<file path="src/rtl/ofdm_rx_deframer.sv">
// Receive-side time-domain deframer: splits the preamble onto a training stream,
// strips each cyclic prefix and forwards indexed FFT body samples.
module ofdm_rx_deframer #(
    parameter int TRAIN_LEN = 320,
    parameter int CP_LEN    = 16,
    parameter int FFT_LEN   = 64,
    parameter int DW        = 16
) (
    input  logic          clk,
    input  logic          rst_n,
    input  logic          frm_start,
    input  logic [7:0]    frm_sym_num,
    input  logic [DW-1:0] adc_din,
    input  logic          adc_din_vld,
    output logic          adc_dout_rdy,
    output logic [DW-1:0] train_dout,
    output logic          train_dout_vld,
    output logic          train_dout_last,
    output logic [8:0]    train_dout_Index,
    input  logic          train_din_rdy,
    output logic [DW-1:0] fft_dout,
    output logic          fft_dout_vld,
    output logic          fft_dout_last,
    output logic [7:0]    fft_dout_Index,
    output logic [7:0]    fft_dout_sym,
    input  logic          fft_din_rdy,
    output logic          frm_busy,
    output logic          frm_done,
    output logic          frm_err
);

    localparam logic [8:0] TRAIN_LAST = 9'(TRAIN_LEN - 1);
    localparam logic [8:0] CP_LAST    = 9'(CP_LEN - 1);
    localparam logic [8:0] FFT_LAST   = 9'(FFT_LEN - 1);

    typedef enum logic [2:0] {S_IDLE, S_TRAIN, S_CP, S_BODY, S_DRAIN} state_t;

    state_t     state;
    logic [8:0] cnt;
    logic [7:0] sym;
    logic [7:0] sym_num;
    logic       in_beat;
    logic       train_hs;
    logic       fft_hs;

    always_comb begin
        adc_dout_rdy = 1'b0;
        case (state)
            S_IDLE, S_CP: adc_dout_rdy = 1'b1;
            S_TRAIN:      adc_dout_rdy = !train_dout_vld || train_din_rdy;
            S_BODY:       adc_dout_rdy = !fft_dout_vld || fft_din_rdy;
            default:      adc_dout_rdy = 1'b0;
        endcase
    end

    assign in_beat  = adc_din_vld & adc_dout_rdy;
    assign train_hs = train_dout_vld & train_din_rdy;
    assign fft_hs   = fft_dout_vld & fft_din_rdy;
    assign frm_busy = (state != S_IDLE);

    always_ff @(posedge clk) begin
        if (!rst_n) begin
            state            <= S_IDLE;
            cnt              <= '0;
            sym              <= '0;
            sym_num          <= '0;
            train_dout       <= '0;
            train_dout_vld   <= 1'b0;
            train_dout_last  <= 1'b0;
            train_dout_Index <= '0;
            fft_dout         <= '0;
            fft_dout_vld     <= 1'b0;
            fft_dout_last    <= 1'b0;
            fft_dout_Index   <= '0;
            fft_dout_sym     <= '0;
            frm_done         <= 1'b0;
            frm_err          <= 1'b0;
        end else begin
            frm_done <= 1'b0;
            frm_err  <= frm_start && (state != S_IDLE);
            // Handshake clears first so a same-cycle reload below takes priority.
            if (train_hs) train_dout_vld <= 1'b0;
            if (fft_hs)   fft_dout_vld   <= 1'b0;

            case (state)
                S_IDLE: begin
                    if (frm_start) begin
                        sym_num <= frm_sym_num;
                        sym     <= '0;
                        state   <= S_TRAIN;
                        if (in_beat) begin
                            train_dout       <= adc_din;
                            train_dout_vld   <= 1'b1;
                            train_dout_Index <= '0;
                            train_dout_last  <= (TRAIN_LAST == '0);
                            cnt              <= 9'd1;
                        end else begin
                            cnt <= '0;
                        end
                    end
                end
                S_TRAIN: begin
                    if (in_beat) begin
                        train_dout       <= adc_din;
                        train_dout_vld   <= 1'b1;
                        train_dout_Index <= cnt;
                        train_dout_last  <= (cnt == TRAIN_LAST);
                        if (cnt == TRAIN_LAST) begin
                            cnt   <= '0;
                            sym   <= '0;
                            state <= (sym_num == '0) ? S_DRAIN : S_CP;
                        end else begin
                            cnt <= cnt + 9'd1;
                        end
                    end
                end
                S_CP: begin
                    if (in_beat) begin
                        if (cnt == CP_LAST) begin
                            cnt   <= '0;
                            state <= S_BODY;
                        end else begin
                            cnt <= cnt + 9'd1;
                        end
                    end
                end
                S_BODY: begin
                    if (in_beat) begin
                        fft_dout       <= adc_din;
                        fft_dout_vld   <= 1'b1;
                        fft_dout_Index <= cnt[7:0];
                        fft_dout_sym   <= sym;
                        fft_dout_last  <= (cnt == FFT_LAST);
                        if (cnt == FFT_LAST) begin
                            cnt <= '0;
                            if (sym == sym_num - 8'd1) begin
                                state <= S_DRAIN;
                            end else begin
                                sym   <= sym + 8'd1;
                                state <= S_CP;
                            end
                        end else begin
                            cnt <= cnt + 9'd1;
                        end
                    end
                end
                S_DRAIN: begin
                    // Done is issued in the cycle right after the final output handshake.
                    if ((!train_dout_vld || train_hs) && (!fft_dout_vld || fft_hs)) begin
                        frm_done <= 1'b1;
                        state    <= S_IDLE;
                    end
                end
                default: state <= S_IDLE;
            endcase
        end
    end

endmodule

</file>
<file path="config.mk">
export PLATFORM = sky130hd
export DESIGN_NAME = ofdm_rx_deframer
export DESIGN_NICKNAME = d
export VERILOG_FILES = /design/src/rtl/ofdm_rx_deframer.sv
export SDC_FILE = /design/constraint.sdc
export NUM_CORES = 1
export LEC_CHECK = 0
export BUFFER_PORTS_ARGS = -buffer_cell sky130_fd_sc_hd__buf_4
export CAP_MARGIN = 20
export CORE_MARGIN = 2
export CORE_UTILIZATION = 25
export DETAILED_ROUTE_END_ITERATION = 6
export HOLD_SLACK_MARGIN = 0.1
export PLACE_DENSITY = 0.43
export SETUP_SLACK_MARGIN = 0.5
export SLEW_MARGIN = 20
export SYNTH_ARGS = -nofsm -noshare
export SYNTH_HDL_FRONTEND = slang
export SYNTH_SLANG_ARGS = --single-unit
</file>
<file path="constraint.sdc">
create_clock -name clk -period 4.6 [get_ports clk]
set_input_delay 0.23 -clock clk [delete_from_list [all_inputs] [get_ports clk]]
set_output_delay 0.23 -clock clk [all_outputs]
set_load 0.03 [all_outputs]
</file>
### Word-level counts from Yosys, hierarchy flattened

Index checks and enable logic that the tools add are counted.

* output and inout bits: 65
* flip-flop bits (word level): 91

* multiplexer cells: 47
* bitwise gates (word level): 3
* reduce and logical (&&, ||, !) cells: 23
* add/sub/neg operators: 3
* equal/unequal tests: 18

Operators with widths (number)
* 9-bit two-way mux: 10
* 8-bit two-way mux: 6
* 9-bit case mux with 4 select lines: 1
* 16-bit two-way mux: 2
* 16-bit case mux with 2 select lines: 1
* 3-bit two-way mux: 10
* 8-bit case mux with 3 select lines: 1
* 2-bit inequality test (second input constant): 10
* 9-bit case mux with 2 select lines: 1
* 3-bit case mux with 5 select lines: 1
* 1-bit two-way mux: 11
* 9-bit by 1-bit adder with 9-bit output (second input constant): 1
* 9-bit by 4-bit == test with 1-bit output (second input constant): 1
* 9-bit by 6-bit == test with 1-bit output (second input constant): 1
* 9-bit == test (second input constant): 1
* 8-bit by 1-bit adder with 8-bit output (second input constant): 1
* 8-bit == test: 1
* 8-bit logical NOT: 1
* 2-bit AND reduction: 4
* 8-bit AND reduction: 1
* 8-bit by 1-bit subtractor with 8-bit output (second input constant): 1
* 7-bit AND reduction: 1
* 3-bit by 2-bit == test with 1-bit output (second input constant): 2
* 3-bit nonzero test: 2
* other kinds (14): 22

### Longest topological paths before layout

Gate-level depths: netlist (run 1).

* depth in word-level cells: 7
* depth in mapped cells: 9
* mapped depth without buffers: 8

### Least setup slack after synthesis (run 1)

No wires, ideal clock.

* kind: register -> register
* start point: register cnt[0]
* end point: register sym[2]
* data arrival time: 2.123 ns
* setup slack: 2.361 ns
* setup time: 0.116 ns
* buffers on the path: 0
* cell stages (with the launch flop): 8
* clock period less this slack: 2.239 ns
* cell sequence: dfxtp_1 > ha_1 > and3_1 > nand4bb_1 > and2_4 > o41ai_1 > a311oi_1 > a31o_2

* cells in the longest elaborated chain, start to end: 3

Ends and longest elaborated chain
* from (decl): RTL line 39 `logic [8:0] cnt;`
* from (signal assigned): RTL line 113 `cnt <= cnt + 9'd1;`
* from (signal assigned): RTL line 123 `cnt <= cnt + 9'd1;`
* from (signal assigned): RTL line 143 `cnt <= cnt + 9'd1;`
* 9-bit by 6-bit == test with 1-bit output / 9-bit == test (equally long branches): RTL line 134, 108
* 2-bit inequality test (no source line)
* 7-bit AND reduction (no source line) (*)
* to (signal assigned): RTL line 139 `sym <= sym + 8'd1;`
* to (decl): RTL line 40 `logic [7:0] sym;`

Mark *: on every way between the ends. The rest lies on a longest branch, timed or not.
A chain may end at the register's enable or synchronous reset.

### Worst setup path after layout (run 1)

* start point: register state[1]
* end point: register sym[6]

* cells in the longest elaborated chain, start to end: 6

Ends and longest elaborated chain
* from (decl): RTL line 38 `state_t state;`
* from (signal assigned): RTL line 111 `state <= (sym_num == '0) ? S_DRAIN : S_CP;`
* 3-bit by 2-bit == test with 1-bit output / 3-bit logical NOT (equally long branches): RTL line 48, 85
* 2-bit OR reduction: RTL line 48 `case (state)`
* 1-bit case mux with 3 select lines: RTL line 48
* 1-bit AND: RTL line 56 `assign in_beat = adc_din_vld & adc_dout_rdy;`
* 2-bit inequality test (no source line)
* 7-bit AND reduction (no source line)

Parallel ways exist; a longest one is shown, timed or not.

==> flow_summary.toml, run 1 <==
[drt]
wire_per_inst_um = 15.2
routed_wl_mm = 12.2
drtIter0Drc = 146
antenna_left = 0
vias = 3801
drt_pre_antenna_iters = 4
vias_per_cell = 4.71
drc = 0

[cells_and_area]
n_antenna_cell = 0
regArea_um2 = 1820
area_growth_syn_to_layout_pct = 29.1
final_area_um2 = 5210
fillers = 1708
drive_above_1_share_pct = 22.0
fin_cells = 807
fin_nets = 620
final_util_pct = 32.9
multiInputGateArea_um2 = 2040

[power]
comb_power_share_pct = 18.8
switching_share_pct = 33.1
p_seq_share_pct = 43.5
p_int_mw = 1.35
power_density_nw_per_um2 = 386
pwr-share-clk_pct = 37.8
p_switching_mw = 0.665
ir_worst_vdd_mv = 0.179
leakagePower_nw = 1.98
power_mw = 2.01

[yosys]
synthAdderAreaFrac_pct = 1.24
synth_area_leaders = "dfxtp_1, nand2_1, a21oi_1"
synth_edf_count = 0
muxShareOfSynthArea_pct = 0.279
postSynthAreaPerCell_um2 = 7.99
synth_xor_area_share_pct = 3.26
syn_area_um2 = 4040
synth_seq_cells = 91
synth-compound-area-share_pct = 18.4
async_flop_share_pct = 0
yosysUniqueCellTypes = 57
yosysWarningCount = 0
synthSimpleGateAreaFrac_pct = 26.8
yosysTopAreaCell = "dfxtp_1"
syn_nets = 539
synth.top_cell.area_share_pct = 45.1
ys.flop_type = "dfxtp_1"
yosysSeqAreaShare_pct = 45.1
synth_top_family_by_area = "simple AND/OR/NAND/NOR gates"
syn_inst = 505

[sta]
timing.final.crit_period_ns = 2.66
finalSetupTns_ns = 0
slew_headroom_pct = 42.4
slew_violations = 0
tightest_slew_ns = 0.863
finClkSkew_ns = 0.00823
grt_setup_unrepaired = "false"
finalSetupViolCount = 0
fmax_mhz = 376
hold_viol = 0
period_share_pct = 57.8

[global_route]
grt_pass1_vias = 3744
grt_usage_pct = 14.9
overflow = 0
grt_pass1_wl_mm = 19.9
antenna_found_initial = 0
grt_max_degree = 56

[clock_tree]
ctsHoldBuffers = 0
post_cts_buffers = 0
clockBufferDepth = 2
ctsHtreeMaxLevel = 3
clk_pin_slew_ns = 0.08
clk_latency_ns = 0.35
root_buffer = "clkbuf_16"
post_cts_resized = 0
cts_made_buffers = 9
clkSinkCount = 91
cts_tree = "yes"

[placement]
dpl_cell_area_um2 = 4900
place.gp.congestion = 0.806
post-dp-hpwl_mm = 8.66
io_buffers = 94
dp_cells = 791

[worst_setup_path]
critPathKind = "reg2reg"
arrival_ns = 2.94
required_ns = 4.88
critPathCaptureType = "register"
startpoint_type = "register"
critPathMaxFanout = 20

[floorplanning]
die_x_um = 131
core.rowCount = 46
coreArea_um2 = 15800
initial_utilization_pct = 25.5
dieArea_um2 = 17200
io_pins = 95
die_y_um = 131

[outcome]
status = "complete, no violations"

[worst_hold_path]
hold_path_class = "in2reg"

[run]
max_cap_viol_count = 0
[worst max-delay path: stages, from the launching register on]
cell and delay, ns:
dfxtp_1 0.89, xnor2_1 0.14, nand4bb_1 0.26, and2_4 0.22, or3_4 0.43, or4_1 0.49
a21oi_1 0.15
[stage by stage]
| stage | setup WS [ns] | hold WS (ns) |
|---|---|---|
| finish | 1.94 | 0.123 |
| global route | 1.66 | 0.117 |
| CTS | 1.56 | 0.110 |
| detailed placement | 1.58 | 0.447 |
| global placement | 1.70 | 0.446 |
| floorplan | 2.36 | 0.366 |
[cell families after synthesis]
logic type                 after synthesis
and+or+nand+nor                        236
AOI/OAI and AO/OA                      121
DFF                                     91
buffers and inverters                   37
xor gates and xnor gates                15
adders and majority gates                4
muxes                                    1
[cell type report]
class	instances	area share, %
Clock buffer	9	4.32
Timing Repair Buffer	99	14.3
Inverter	8	0.577
Sequential cell	91	35.0
Clock inverter	7	1.47
Multi-Input combinational cell	377	39.2
Tap cell	216	5.19
[Yosys cell counts (all sizes together) (2+ instances only)]
| cell type | count |
|---|---|
| dfxtp | 91 |
| o211ai | 3 |
| nor4 | 4 |
| xor2 | 6 |
| buf | 4 |
| nor3 | 9 |
| o31ai | 8 |
| a31oi | 2 |
| a21oi | 82 |
| a21boi | 2 |
| or4 | 6 |
| nor2b | 3 |
| nand3 | 22 |
| nand2 | 141 |
| xnor2 | 9 |
| ha | 4 |
| nor2 | 28 |
| o21ai | 6 |
| and2 | 3 |
| inv | 8 |
| nand4 | 5 |
| nand2b | 5 |
| nor3b | 2 |
| and3 | 2 |
| clkbuf | 25 |
| a2111oi | 2 |
[routing by layer]
layer,wire (µm),vias to the layer above,GRT usage (%),share of wire (%)
li1,-,1908,-,-
met1,5270,1786,17.7,43
met2,5970,96,25.4,49
met3,894,11,6.03,7.3
met4,102,0,3.32,0.83
met5,0,-,0,0
[placed cells by master, fill, tap and decap left out, types with 4 or more instances in the layout]
| master | count |
|---|---|
| nand2_1 | 141 |
| buf_4 | 99 |
| dfxtp_1 | 91 |
| a21oi_1 | 82 |
| nor2_1 | 27 |
| nand3_1 | 22 |
| xnor2_1 | 9 |
| clkbuf_16 | 9 |
| nor3_1 | 8 |
| o31ai_1 | 8 |
| inv_1 | 7 |
| o21ai_0 | 6 |
| xor2_1 | 6 |
| or4_1 | 6 |
| nand2b_1 | 5 |
| nand4_1 | 5 |
| ha_1 | 4 |
[final timing paths]
| path | slack (ns) | to | from | cells after the start |
|---|---|---|---|---|
| max | 1.94 | sym[6]$_SDFFE_PN0P_ | state[1]$_SDFFE_PN0P_ | 6 |
| min | 0.12 | fft_dout[5]$_SDFFE_PN0P_ | adc_din[5] | 3 |
| max reg2reg | 1.94 | sym[6]$_SDFFE_PN0P_ | state[1]$_SDFFE_PN0P_ | 6 |
| min reg2reg | 0.46 | fft_dout[14]$_SDFFE_PN0P_ | fft_dout[14]$_SDFFE_PN0P_ | 2 |
[power groups by stage]
stage               sequential [mW]  clock [mW]  combinational [mW]
finish                        0.875       0.760               0.377
global route                  0.883       0.821               0.418
CTS                           0.875       0.790               0.381
detailed placement            0.893           0               0.380
global placement              0.891           0               0.377
floorplan                     0.901           0               0.247
[sequential cells by signal, indices dropped and copies added (netlist names)]
name              flops
fft_dout             16
state                 3
train_dout_Index      9
sym                   8
fft_dout_Index        8
frm_done              1
sym_num               8
fft_dout_sym          8
train_dout_last       1
train_dout           16
cnt                   9
fft_dout_vld          1
fft_dout_last         1
train_dout_vld        1
frm_err               1
(Power assumes the default switching activity.)
==> run 2: changes to the inputs <==
ABC_AREA = 1   (was not set)
clock period = 2.6 ns   (was 4.6 ns; I/O delays follow)
==> flow_summary.toml, run 2 <==
[outcome]
status = "complete, no violations"

[placement]
post-dp-hpwl_mm = 8.78
io_buffers = 94
place.gp.congestion = 0.842

[global_route]
grt_pass1_vias = 4129
grt_max_degree = 57
grt_pass1_wl_mm = 21.3
antenna_found_initial = 0
grt_usage_pct = 15.3
overflow = 0

[clock_tree]
root_buffer = "clkbuf_16"
clk_pin_slew_ns = 0.07
clockBufferDepth = 2
clk_latency_ns = 0.35
cts_tree = "yes"
clkSinkCount = 91
cts_made_buffers = 9
ctsHtreeMaxLevel = 3

[cells_and_area]
reg.largest.list = "fft_dout (16), train_dout (16)"
final_common_cell = "nand2_1"
area_growth_syn_to_layout_pct = 38.2
drive_above_1_share_pct = 21.0
n_antenna_cell = 0
final_cell_mix = "nand2_1, buf_4, dfxtp_1"
fin_nets = 721

[worst_setup_path]
rr_endpoint = "sym[2]$_SDFFE_PN0P_"
critPathKind = "reg2reg"
reg2regPathDepth = 13
crit_path_end = "sym[2]$_SDFFE_PN0P_"
critPathCaptureType = "register"
r2r_start = "sym_num[0]$_SDFFE_PN0P_"
timing.critical_path.from = "sym_num[0]$_SDFFE_PN0P_"
required_ns = 2.83
critPathMaxFanout = 7
arrival_ns = 2.14
ff2ff_setup_slack_ns = 0.69
startpoint_type = "register"

[yosys]
synth_edf_count = 0
synthTopCellsByCount = "nand2_1, dfxtp_1, a21oi_1"
synth_area_leaders = "dfxtp_1, nand2_1, a21oi_1"
synth.top_cell.area_share_pct = 44.9
syn_nets = 607
yosysMostFrequentCell = "nand2_1"
yosysSeqAreaShare_pct = 44.9
ys.flop_type = "dfxtp_1"
syn_area_um2 = 4060
async_flop_share_pct = 0
yosysWarningCount = 0
syn_inst = 573
yosysUniqueCellTypes = 32
yosysTopAreaCell = "dfxtp_1"
postSynthAreaPerCell_um2 = 7.09
synth_seq_cells = 91

[run]
max_cap_viol_count = 0

[power]
pwr-share-clk_pct = 29.4
comb_power_share_pct = 35.3
power_density_nw_per_um2 = 823
p_int_mw = 2.83
p_switching_mw = 1.79
p_seq_share_pct = 35.3
ir_worst_vdd_mv = 0.396
switching_share_pct = 38.7
leakagePower_nw = 2.27

[drt]
drc = 0
routed_wl_mm = 13.0
drt_pre_antenna_iters = 4
vias = 4065
vias_per_cell = 4.48
drtIter0Drc = 170
antenna_left = 0
wire_per_inst_um = 14.3

[sta]
fmax_mhz = 522
hold_viol = 0
grt_setup_unrepaired = "false"
period_share_pct = 73.6
finalSetupTns_ns = 0
timing.final.crit_period_ns = 1.91
whs_ns = 0.164
finClkSkew_ns = 0.00803
slew_violations = 0
tightest_slew_ns = 0.704
finalSetupViolCount = 0
slew_headroom_pct = 53.1

[floorplanning]
dieArea_um2 = 17300
io_pins = 95
die_x_um = 131
core.rowCount = 46
initial_utilization_pct = 25.6
die_y_um = 131
coreArea_um2 = 15900

[worst_hold_path]
hold_path_class = "in2reg"
[run 2: cell count changes after synthesis, sizes merged, moves of 7 or more]
cell    previous run  this run
clkbuf            25        17
nand4              5        12
o21ai              6        13
inv                8        40
nor2              28        49
o31ai              8         0
buf                4        12
nand3             22        64
nand2            141       161
[run 2: worst min-delay path by stage]
stage | startpoint | end | slack, ns | cells after the start
after floorplan | frm_start | frm_err$_SDFF_PN0_ | 0.27 | 2
after global placement | adc_din[14] | train_dout[14]$_SDFFE_PN0P_ | 0.39 | 3
after detailed placement | adc_din[1] | train_dout[1]$_SDFFE_PN0P_ | 0.40 | 3
after CTS | train_din_rdy | train_dout_vld$_SDFF_PN0_ | 0.16 | 4
after global routing | train_din_rdy | train_dout_vld$_SDFF_PN0_ | 0.17 | 4
final | train_din_rdy | train_dout_vld$_SDFF_PN0_ | 0.16 | 4
[run 2: cell type report]
type / instances / area, µm²
multi-input combinational: 412 / 1980
sequential: 91 / 1820
tap: 216 / 270
inverter: 41 / 155
clock inverter: 5 / 61.3
clock buffer: 11 / 243
timing repair buffer: 132 / 1070
fill: 1712 / 10300
[run 2: cells by family after synthesis]
group	Yosys count	synth area share, %
DFF	91	44.9
buffers and inverters	70	6.96
and+or+nand+nor	295	31.5
AOI/OAI and AO/OA	102	13.0
xor gates and xnor gates	11	2.37
adders and majority gates	4	1.23
[run 2: power groups by stage]
stage / logic, mW / registers [mW] / clock network [mW]
2_1_floorplan: 0.976 / 1.75 / 0
3_3_place_gp: 1.53 / 1.66 / 0
4_1_cts: 1.57 / 1.63 / 1.40
5_1_grt: 1.81 / 1.65 / 1.46
3_5_place_dp: 1.53 / 1.66 / 0
6_report: 1.63 / 1.63 / 1.36
[run 2: per-layer routing]
metal  share of wire (%)  wire (µm)  track usage [%]
met1                  45       5890             19.1
met2                  49       6310             25.6
met3                 4.3        559             2.58
met4                 1.8        233             7.13
met5                   0          0                0
[run 2: stage by stage]
| stage | cells | power (mW) | util [%] | setup WS, ns | area (µm²) |
|---|---|---|---|---|---|
| after floorplan | 573 | 2.73 | - | 0.812 | 4060 |
| after detailed placement | 860 | 3.19 | 31.3 | 0.431 | 4970 |
| after global routing | 908 | 4.91 | 35.3 | 0.497 | 5610 |
| after global placement | 860 | 3.18 | 31.3 | 0.510 | 4970 |
| final | 908 | 4.62 | 35.3 | 0.685 | 5610 |
| after CTS | 903 | 4.61 | 34.9 | 0.517 | 5550 |
[run 2: critical path: stages, from the launching register on]
cell and delay [ns]:
dfxtp_1 0.31, inv_1 0.18, ha_1 0.27, inv_1 0.05, nand2_1 0.08, nand3_1 0.06
nand2_1 0.08, nand2_1 0.04, nor2_1 0.15, nand4_1 0.10, buf_4 0.18, buf_4 0.14
nand4_1 0.07, a21oi_1 0.08
[run 2: what timing repair did]
action	in CTS	in global routing
hold buffers	27	0
gates resized for setup	2	8
pin swaps	0	3
setup buffers	0	5
hold endpoints to repair	43	0
setup endpoints to repair	13	33
==> run 3: changes to the inputs <==
ABC_AREA = 0   (was 1)
clock period = 1.9 ns   (was 2.6 ns; I/O delays follow)
==> flow_summary.toml, run 3 (synthesis gave the netlist of run 1 again) <==
[worst_setup_path]
cp_slowest_stage_delay_ns = 0.49
crit_family = "simple AND/OR/NAND/NOR gates"
crit_chain = "ha_4 > and3_4 > nand4bb_1 > and2_4 > or3_4 > or4_4 > a21oi_2"
critPathCaptureType = "register"
critPathMaxFanout = 5
startpoint_type = "register"
required_ns = 2.18
arrival_ns = 2.34
crit_buf_inv = 0
crit_slowest_cell = "or4_4"
critPathKind = "reg2reg"

[global_route]
antenna_found_initial = 0
busiest_layer = "met2"
grt_use_met2_pct = 32.6
grt_pass1_wl_mm = 23.9
grt_max_degree = 54
grt_usage_pct = 18.0
grt.met3_usage_pct = 6.15
met1_usage_pct = 20.1
overflow = 0
grt_pass1_vias = 4699

[power]
ir_worst_vdd_mv = 0.482
leakagePower_nw = 2.90
power_density_nw_per_um2 = 755
power_mw = 5.71

[worst_hold_path]
hold_path_class = "in2reg"

[cells_and_area]
drive_above_1_share_pct = 58.7
n_antenna_cell = 0
final_cell_mix = "buf_4, nand2_1, dfxtp_1"
final_common_cell = "buf_4"
reg.largest.list = "fft_dout (16), train_dout (16)"
fin_nets = 743
area_growth_syn_to_layout_pct = 87.3

[floorplanning]
io_pins = 95
core.rowCount = 46
coreArea_um2 = 15800
initial_utilization_pct = 25.5
dieArea_um2 = 17200
die_y_um = 131
die_x_um = 131

[drt]
drt_pre_antenna_iters = 4
vias = 4436
routed_wl_mm = 15.0
antenna_left = 0
drtIter0Drc = 156
wire_per_inst_um = 16.2
drc = 0
vias_per_cell = 4.77

[sta]
hold_viol = 0
finalSetupTns_ns = -0.904
slew_violations = 0
slew_headroom_pct = 62.3
grt_setup_unrepaired = "true"
finalSetupViolCount = 10
period_share_pct = 108
fmax_mhz = 486
setup_ws_ns = -0.159
whs_ns = 0.123
timing.final.crit_period_ns = 2.06
finClkSkew_ns = 0.00620
tightest_slew_ns = 0.564

[clock_tree]
clkSinkCount = 91
clockBufferDepth = 2
cts_tree = "yes"
cts_made_buffers = 9
clk_latency_ns = 0.35
root_buffer = "clkbuf_16"
clk_pin_slew_ns = 0.07
ctsHtreeMaxLevel = 3

[placement]
place.gp.congestion = 0.787
post-dp-hpwl_mm = 9.42
io_buffers = 94

[outcome]
status = "finished, violations left"
violations = "negative setup slack"

[run]
max_cap_viol_count = 0
-- run 3: cell types whose count changed in the layout (fill, tap and decap cells not counted), moves of 12 or more --
cell     previous run  this run
dfxtp_1            89        77
a21oi_2             1        59
nand2_4             1        47
nor2_1             42        16
nand3_1            61        10
nand2_2             1        15
inv_1              32         4
buf_6               1        25
dfxtp_4             0        12
nand2_1           159        79
buf_4             103       151
a21oi_1            83        22
-- run 3: worst paths after layout --
| kind | from | endpoint | slack (ns) | cells after the start |
|---|---|---|---|---|
| setup / recovery | cnt[1]$_SDFFE_PN0P_ | sym[6]$_SDFFE_PN0P_ | -0.16 | 7 |
| hold / removal | rst_n | cnt[1]$_SDFFE_PN0P_ | 0.12 | 3 |
| setup reg to reg | cnt[1]$_SDFFE_PN0P_ | sym[6]$_SDFFE_PN0P_ | -0.16 | 7 |
| hold reg to reg | train_dout_Index[0]$_SDFFE_PN0P_ | train_dout_Index[0]$_SDFFE_PN0P_ | 0.46 | 2 |
-- run 3: layout make-up --
class                      instances  area (µm²)
fill                            1541        8270
multi-input combinational        379        3070
timing repair buffer             220        2040
sequential                        91        1870
tap                              216         270
clock buffer                      11         243
clock inverter                     5        36.3
inverter                           8        30.0
-- run 3: worst min-delay path, delay by kind of cell --
| family | cells | cell delay [ns] |
|---|---|---|
| buffers and inverters | 1 | 0.16 |
| and+or+nand+nor | 1 | 0.14 |
| AOI/OAI and AO/OA | 1 | 0.04 |
-- run 3: per-stage QoR --
stage                     area [µm²]  utilization (%)  cells  worst slack [ns]
after floorplan                 4220                -    505            -0.170
after global placement          5460             34.5    845            -0.226
after detailed placement        5460             34.5    845            -0.302
after CTS                       7090             44.8    919            -0.155
after global routing            7560             47.7    930            -0.245
final                           7560             47.7    930            -0.159
-- run 3: what timing repair did --
action,in CTS,in global routing
gates cloned,7,0
hold buffers,27,0
setup buffers,24,11
gates resized for setup,202,94
pin swaps,100,30
setup endpoints to repair,91,91
endpoints found under the hold margin,43,0
-- run 3: power breakdown --
part	switching (mW)	leakage, nW	total, mW	internal (mW)
Clock	0.795	0.136	1.72	0.929
Sequential	0.0912	0.747	2.09	2.00
Combinational	0.996	2.02	1.90	0.899
-- run 3: layer usage --
| layer | vias up | wire [µm] |
|---|---|---|
| li1 | 2158 | - |
| met4 | 0 | 327 |
| met1 | 2162 | 6060 |
| met3 | 22 | 828 |
| met2 | 94 | 7830 |
| met5 | - | 0 |
